`config.mk`:
```
export PLATFORM = sky130hd
export DESIGN_NAME = alu_exec_unit
export DESIGN_NICKNAME = d
export VERILOG_FILES = /design/src/rtl/alu_exec_unit.sv
export SDC_FILE = /design/constraint.sdc
export NUM_CORES = 1
export LEC_CHECK = 0
export CAP_MARGIN = 30
export CORE_UTILIZATION = 44
export CTS_CLUSTER_SIZE = 10
export DETAILED_ROUTE_END_ITERATION = 10
export HOLD_SLACK_MARGIN = 0.05
export PLACE_DENSITY = 0.8
export SYNTH_ARGS = -nofsm -noshare
export SYNTH_HDL_FRONTEND = slang
export SYNTH_SLANG_ARGS = --single-unit
export TNS_END_PERCENT = 100
```
`constraint.sdc`:
```
create_clock -name clk -period 3.4 [get_ports clk]
set_clock_uncertainty 0.2 [all_clocks]
set_input_delay 1.02 -clock clk [delete_from_list [all_inputs] [get_ports clk]]
set_output_delay 1.02 -clock clk [all_outputs]
set_load 0.05 [all_outputs]
```
`src/rtl/alu_exec_unit.sv`:
```
// Execute stage of the 8-bit CPU: opcode decode, PC wait-condition logic,
// one decode pipeline register and an accumulating ALU with registered result.
module alu_exec_unit #(
    parameter int BUS_WIDTH      = 8,
    parameter int OPCODE_WIDTH   = 3,
    parameter int REG_ADDR_WIDTH = 2
) (
    input  logic                      clk,
    input  logic                      n_reset,
    input  logic [OPCODE_WIDTH-1:0]   opcode,
    input  logic [BUS_WIDTH-1:0]      imm,
    input  logic [REG_ADDR_WIDTH-1:0] wr_addr_in,
    input  logic                      cond_sel,
    input  logic                      cond_inv,
    input  logic                      ready_in,
    input  logic                      pattern_match,
    input  logic [BUS_WIDTH-1:0]      sw,
    input  logic [BUS_WIDTH-1:0]      data_a,
    input  logic [BUS_WIDTH-1:0]      data_b,
    output logic                      pc_en,
    output logic [BUS_WIDTH-1:0]      result,
    output logic                      wr_en,
    output logic [REG_ADDR_WIDTH-1:0] wr_addr
);

    typedef enum logic [OPCODE_WIDTH-1:0] {
        OP_WAIT = 'd0,
        OP_LDI  = 'd1,
        OP_IN   = 'd2,
        OP_MOV  = 'd3,
        OP_ADD  = 'd4,
        OP_ADDI = 'd5,
        OP_ADDS = 'd6,
        OP_NOP  = 'd7
    } opcode_e;

    opcode_e                   op;
    logic                      f_wait;
    logic                      f_load;
    logic                      f_add;
    logic                      wr_res;
    logic [4:0]                reg_en;
    logic                      cond;

    logic [BUS_WIDTH-1:0]      imm_r;
    logic                      f_load_r;
    logic                      f_add_r;
    logic                      wr_res_r;
    logic [4:0]                en_r;
    logic [REG_ADDR_WIDTH-1:0] wr_addr_r;

    logic [BUS_WIDTH-1:0]      x_op;
    logic [BUS_WIDTH-1:0]      y_op;
    logic [BUS_WIDTH-1:0]      sum;

    assign op = opcode_e'(opcode);

    // reg_en selects ALU sources: [0]=sw [1]=imm->X [2]=data_a [3]=data_b [4]=imm->Y
    always_comb begin
        f_wait = 1'b0;
        f_load = 1'b0;
        f_add  = 1'b0;
        wr_res = 1'b0;
        reg_en = '0;
        case (op)
            OP_WAIT: f_wait = 1'b1;
            OP_LDI:  begin f_load = 1'b1; wr_res = 1'b1; reg_en = 5'b00010; end
            OP_IN:   begin f_load = 1'b1; wr_res = 1'b1; reg_en = 5'b00001; end
            OP_MOV:  begin f_load = 1'b1; wr_res = 1'b1; reg_en = 5'b00100; end
            OP_ADD:  begin f_add  = 1'b1; wr_res = 1'b1; reg_en = 5'b01100; end
            OP_ADDI: begin f_add  = 1'b1; wr_res = 1'b1; reg_en = 5'b10100; end
            OP_ADDS: begin f_add  = 1'b1; wr_res = 1'b1; reg_en = 5'b01001; end
            default: ;
        endcase
    end

    assign cond  = cond_sel ? pattern_match : ready_in;
    assign pc_en = ~(f_wait & (cond ^ cond_inv));

    always_ff @(posedge clk or negedge n_reset) begin
        if (!n_reset) begin
            imm_r     <= '0;
            f_load_r  <= 1'b0;
            f_add_r   <= 1'b0;
            wr_res_r  <= 1'b0;
            en_r      <= '0;
            wr_addr_r <= '0;
        end else begin
            imm_r     <= imm;
            f_load_r  <= f_load;
            f_add_r   <= f_add;
            wr_res_r  <= wr_res;
            en_r      <= reg_en;
            wr_addr_r <= wr_addr_in;
        end
    end

    // Sources are AND-OR merged; the decoder never enables two on one operand
    always_comb begin
        x_op = (sw     & {BUS_WIDTH{en_r[0]}})
             | (imm_r  & {BUS_WIDTH{en_r[1]}})
             | (data_a & {BUS_WIDTH{en_r[2]}});
        y_op = (data_b & {BUS_WIDTH{en_r[3]}})
             | (imm_r  & {BUS_WIDTH{en_r[4]}});
        sum  = x_op + y_op;
    end

    always_ff @(posedge clk or negedge n_reset) begin
        if (!n_reset) begin
            result  <= '0;
            wr_en   <= 1'b0;
            wr_addr <= '0;
        end else begin
            if (f_add_r) begin
                result <= sum;
            end else if (f_load_r) begin
                result <= x_op;
            end
            wr_en   <= wr_res_r;
            wr_addr <= wr_addr_r;
        end
    end

endmodule

```
==> flow_summary.ini <==
[sta]
fin_ws_ns = 0.1214
tightest_slew_ns = 0.5238
rsz0062_at_grt = no
final_hold_viol_count = 0
fin_crit_ns = 3.279
period_share_pct = 96.43
relSlewSlack_pct = 65.08
setup_viol = 0
slew_viol_final = 0
setup_tns_ns = 0
max_freq_mhz = 305.0

[synth]
synth.most_common_cell = dfrtp_1
synth.avg_cell_area_um2 = 10.64
netlist_instances = 138
synth.largest_area_cell = dfrtp_1
ys_types = 33
synthTopCellsByArea = dfrtp_1 49%, ha_1 6.0%, a222oi_1 5.5%
syn_nets = 189
syn-cell-area_um2 = 1469
synth_ff_type = dfrtp_1
synth_common_cells = 29 x dfrtp_1, 14 x o21ai_0, 13 x nand2_1
yosysSeqAreaShare_pct = 49.40
synth_edf_count = 0
yosys_warnings = 0
ys_ff_latch = 29
synth_top_cell_area_share_pct = 49.40
async_flop_share_pct = 100.0

[floorplan]
core_area_um2 = 3103
die_x_um = 59.78
row_count = 20
die_area_um2 = 3574
initial_utilization_pct = 47.34
die_y_um = 59.78
ios = 55

[cts]
root_buffer = clkbuf_4
cts_sinks = 29
htreeDepth = 2
clk_path_buf_depth = 2
cts_tree = done
insertion_delay_ns = 0.33
numCtsBuffers = 5
clk_pin_slew_ns = 0.10

[worst_setup_path]
crit_path_end = result[7]
startpoint = data_a[1]
end_kind = flop
r2r_cells = 9
path_cells = clkdlybuf4s50_1 -> a222oi_1 -> inv_1 -> ha_1 -> a211oi_1 -> o21ai_0 -> a41oi_2 -> xnor2_1 -> a21oi_1
crit_cells = 9
cp.arrival_ns = 3.27
r2r-start = en_r[0]
critPathKind = primary input to flop
crit_required_ns = 3.39
timing.rr.end = result[6]
path_delay_family = compound AO/OA/AOI/OAI gates
start_kind = primary input
cp_slowest_cell = clkdlybuf4s50_1
cpPeakStageDelay_ns = 0.42
crit_fanout = 2
reg2reg_slack_ns = 0.52
cp_num_buf_inv = 2

[place]
dpl.hpwl_um = 2695
place.gp.congestion = 0.8547
dpl_worst_slack_ns = -0.4673
port-buffer-count = 54

[route]
first_iter_violations = 106
wl_per_cell_um = 15.17
drcViolationCount = 0
avgViaCountPerCell = 5.308
drtPass1Iterations = 4
ant_nets = 0
routed_wl_um = 3748
vias = 1311

[final_layout]
drive_above_1_share_pct = 12.32
final_nets = 253
area_growth_pct = 51.87
nFillCells = 257
seqCellArea_um2 = 725.7
multi_input_area_um2 = 693.2
diodes = 0

[grt]
track_usage_pct = 24.12
antenna_found_initial = 0
grt_max_degree = 30
grt-ovfl-total = 0
grt_pass1_vias = 1404
grt_first_pass_wirelength_um = 6134

[power]
swShare_pct = 32.11
power.density_nw_per_um2 = 444.4
pwr-share-clk_pct = 28.9
comb_power_share_pct = 30.3
p_switching_uw = 318.3
p_int_uw = 673.2
p_leak_nw = 1.056
seqPwrFrac_pct = 40.8
ir_drop_uv = 323.1

[status]
outcome = complete, no violations

[run]
cap_violations = 0

[min_path]
hold_class = flop to flop
min_from = wr_addr_r[0]
[state kept, by name, indices dropped and copies added (netlist names)]
| signal | cells |
|---|---|
| en_r | 5 |
| f_add_r | 1 |
| f_load_r | 1 |
| imm_r | 8 |
| result | 8 |
| wr_addr | 2 |
| wr_addr_r | 2 |
| wr_en | 1 |
| wr_res_r | 1 |
[worst min-delay path by stage]
| stage | endpoint | slack (ns) | cells after the start |
|---|---|---|---|
| 2_1_floorplan | wr_addr[0] | 0.13 | 0 |
| 6_report | wr_addr[0] | 0.16 | 0 |
| 3_3_place_gp | wr_en | 0.14 | 0 |
| 5_1_grt | wr_addr[0] | 0.18 | 0 |
| 3_5_place_dp | wr_en | 0.14 | 0 |
| 4_1_cts | wr_en | 0.17 | 0 |
[cell type report]
cell class	instances	share of cell area, %
Sequential cell	29	32.53
Multi-Input combinational cell	93	31.07
Timing Repair Buffer	65	28.83
Tap cell	44	2.468
Clock inverter	3	2.075
Clock buffer	5	1.683
Inverter	8	1.346
[repair_timing]
| action | in CTS | in global routing |
|---|---|---|
| endpoints found under the setup margin | 1 | 2 |
| resized for setup | 3 | 5 |
| hold buffers | 0 | 0 |
| pin swaps | 1 | 10 |
| setup buffers | 1 | 1 |
[cell families after synthesis]
logic type                 Yosys count  synth area share, %
muxes                                2                1.363
and+or+nand+nor                     32                11.07
DFF                                 29                49.40
xor gates and xnor gates             7                4.174
buffers and inverters               16                4.684
AOI/OAI and AO/OA                   44                21.98
adders and majority gates            8                7.325
[worst reg2reg max path, cell delays in order, from the launching register on]
cell	delay, ns
dfrtp_1	0.51
a222oi_1	0.46
inv_1	0.15
ha_4	0.20
fa_2	0.37
a21o_1	0.19
a21o_1	0.17
a21oi_2	0.13
nor4bb_1	0.06
or3_1	0.34
[power by group through the flow]
stage,Clock (mW),Combinational [mW],Sequential [mW]
after floorplan,0,0.103,0.467
after global placement,0,0.286,0.410
after detailed placement,0,0.292,0.411
after CTS,0.293,0.297,0.405
after global routing,0.314,0.324,0.409
final,0.286,0.300,0.405
[layer usage]
layer	GRT usage, %	share of wire, %
met1	28.02	40
met2	40.16	51
met5	0	0
met4	10.96	2.1
met3	8.009	7.1
[placed cells by master, fill, tap and decap left out, drive strengths merged, types with 4 or more instances in the layout]
master         netlist  final
dlymetal6s2s         0      4
a222oi               8      8
nand2               13     13
dfrtp               29     29
a22o                 7      7
xnor2                5      5
inv                  8      8
clkbuf               7      5
o21ai               14     14
buf                  1     12
ha                   7      7
a21o                 5      5
nor2                 7      7
clkdlybuf4s50        0     49
[metrics by stage]
step	power, mW	hold WS (ns)	util [%]	instance area [µm²]	instances
after floorplan	0.5700	0.1312	-	1469	138
after global placement	0.6960	0.1408	67.78	2103	237
after detailed placement	0.7033	0.1371	67.78	2103	237
after CTS	0.9947	0.1680	71.01	2203	246
after global routing	1.047	0.1820	71.90	2231	247
final	0.9915	0.1638	71.90	2231	247
No activity file was read; power rests on OpenSTA's default activity.
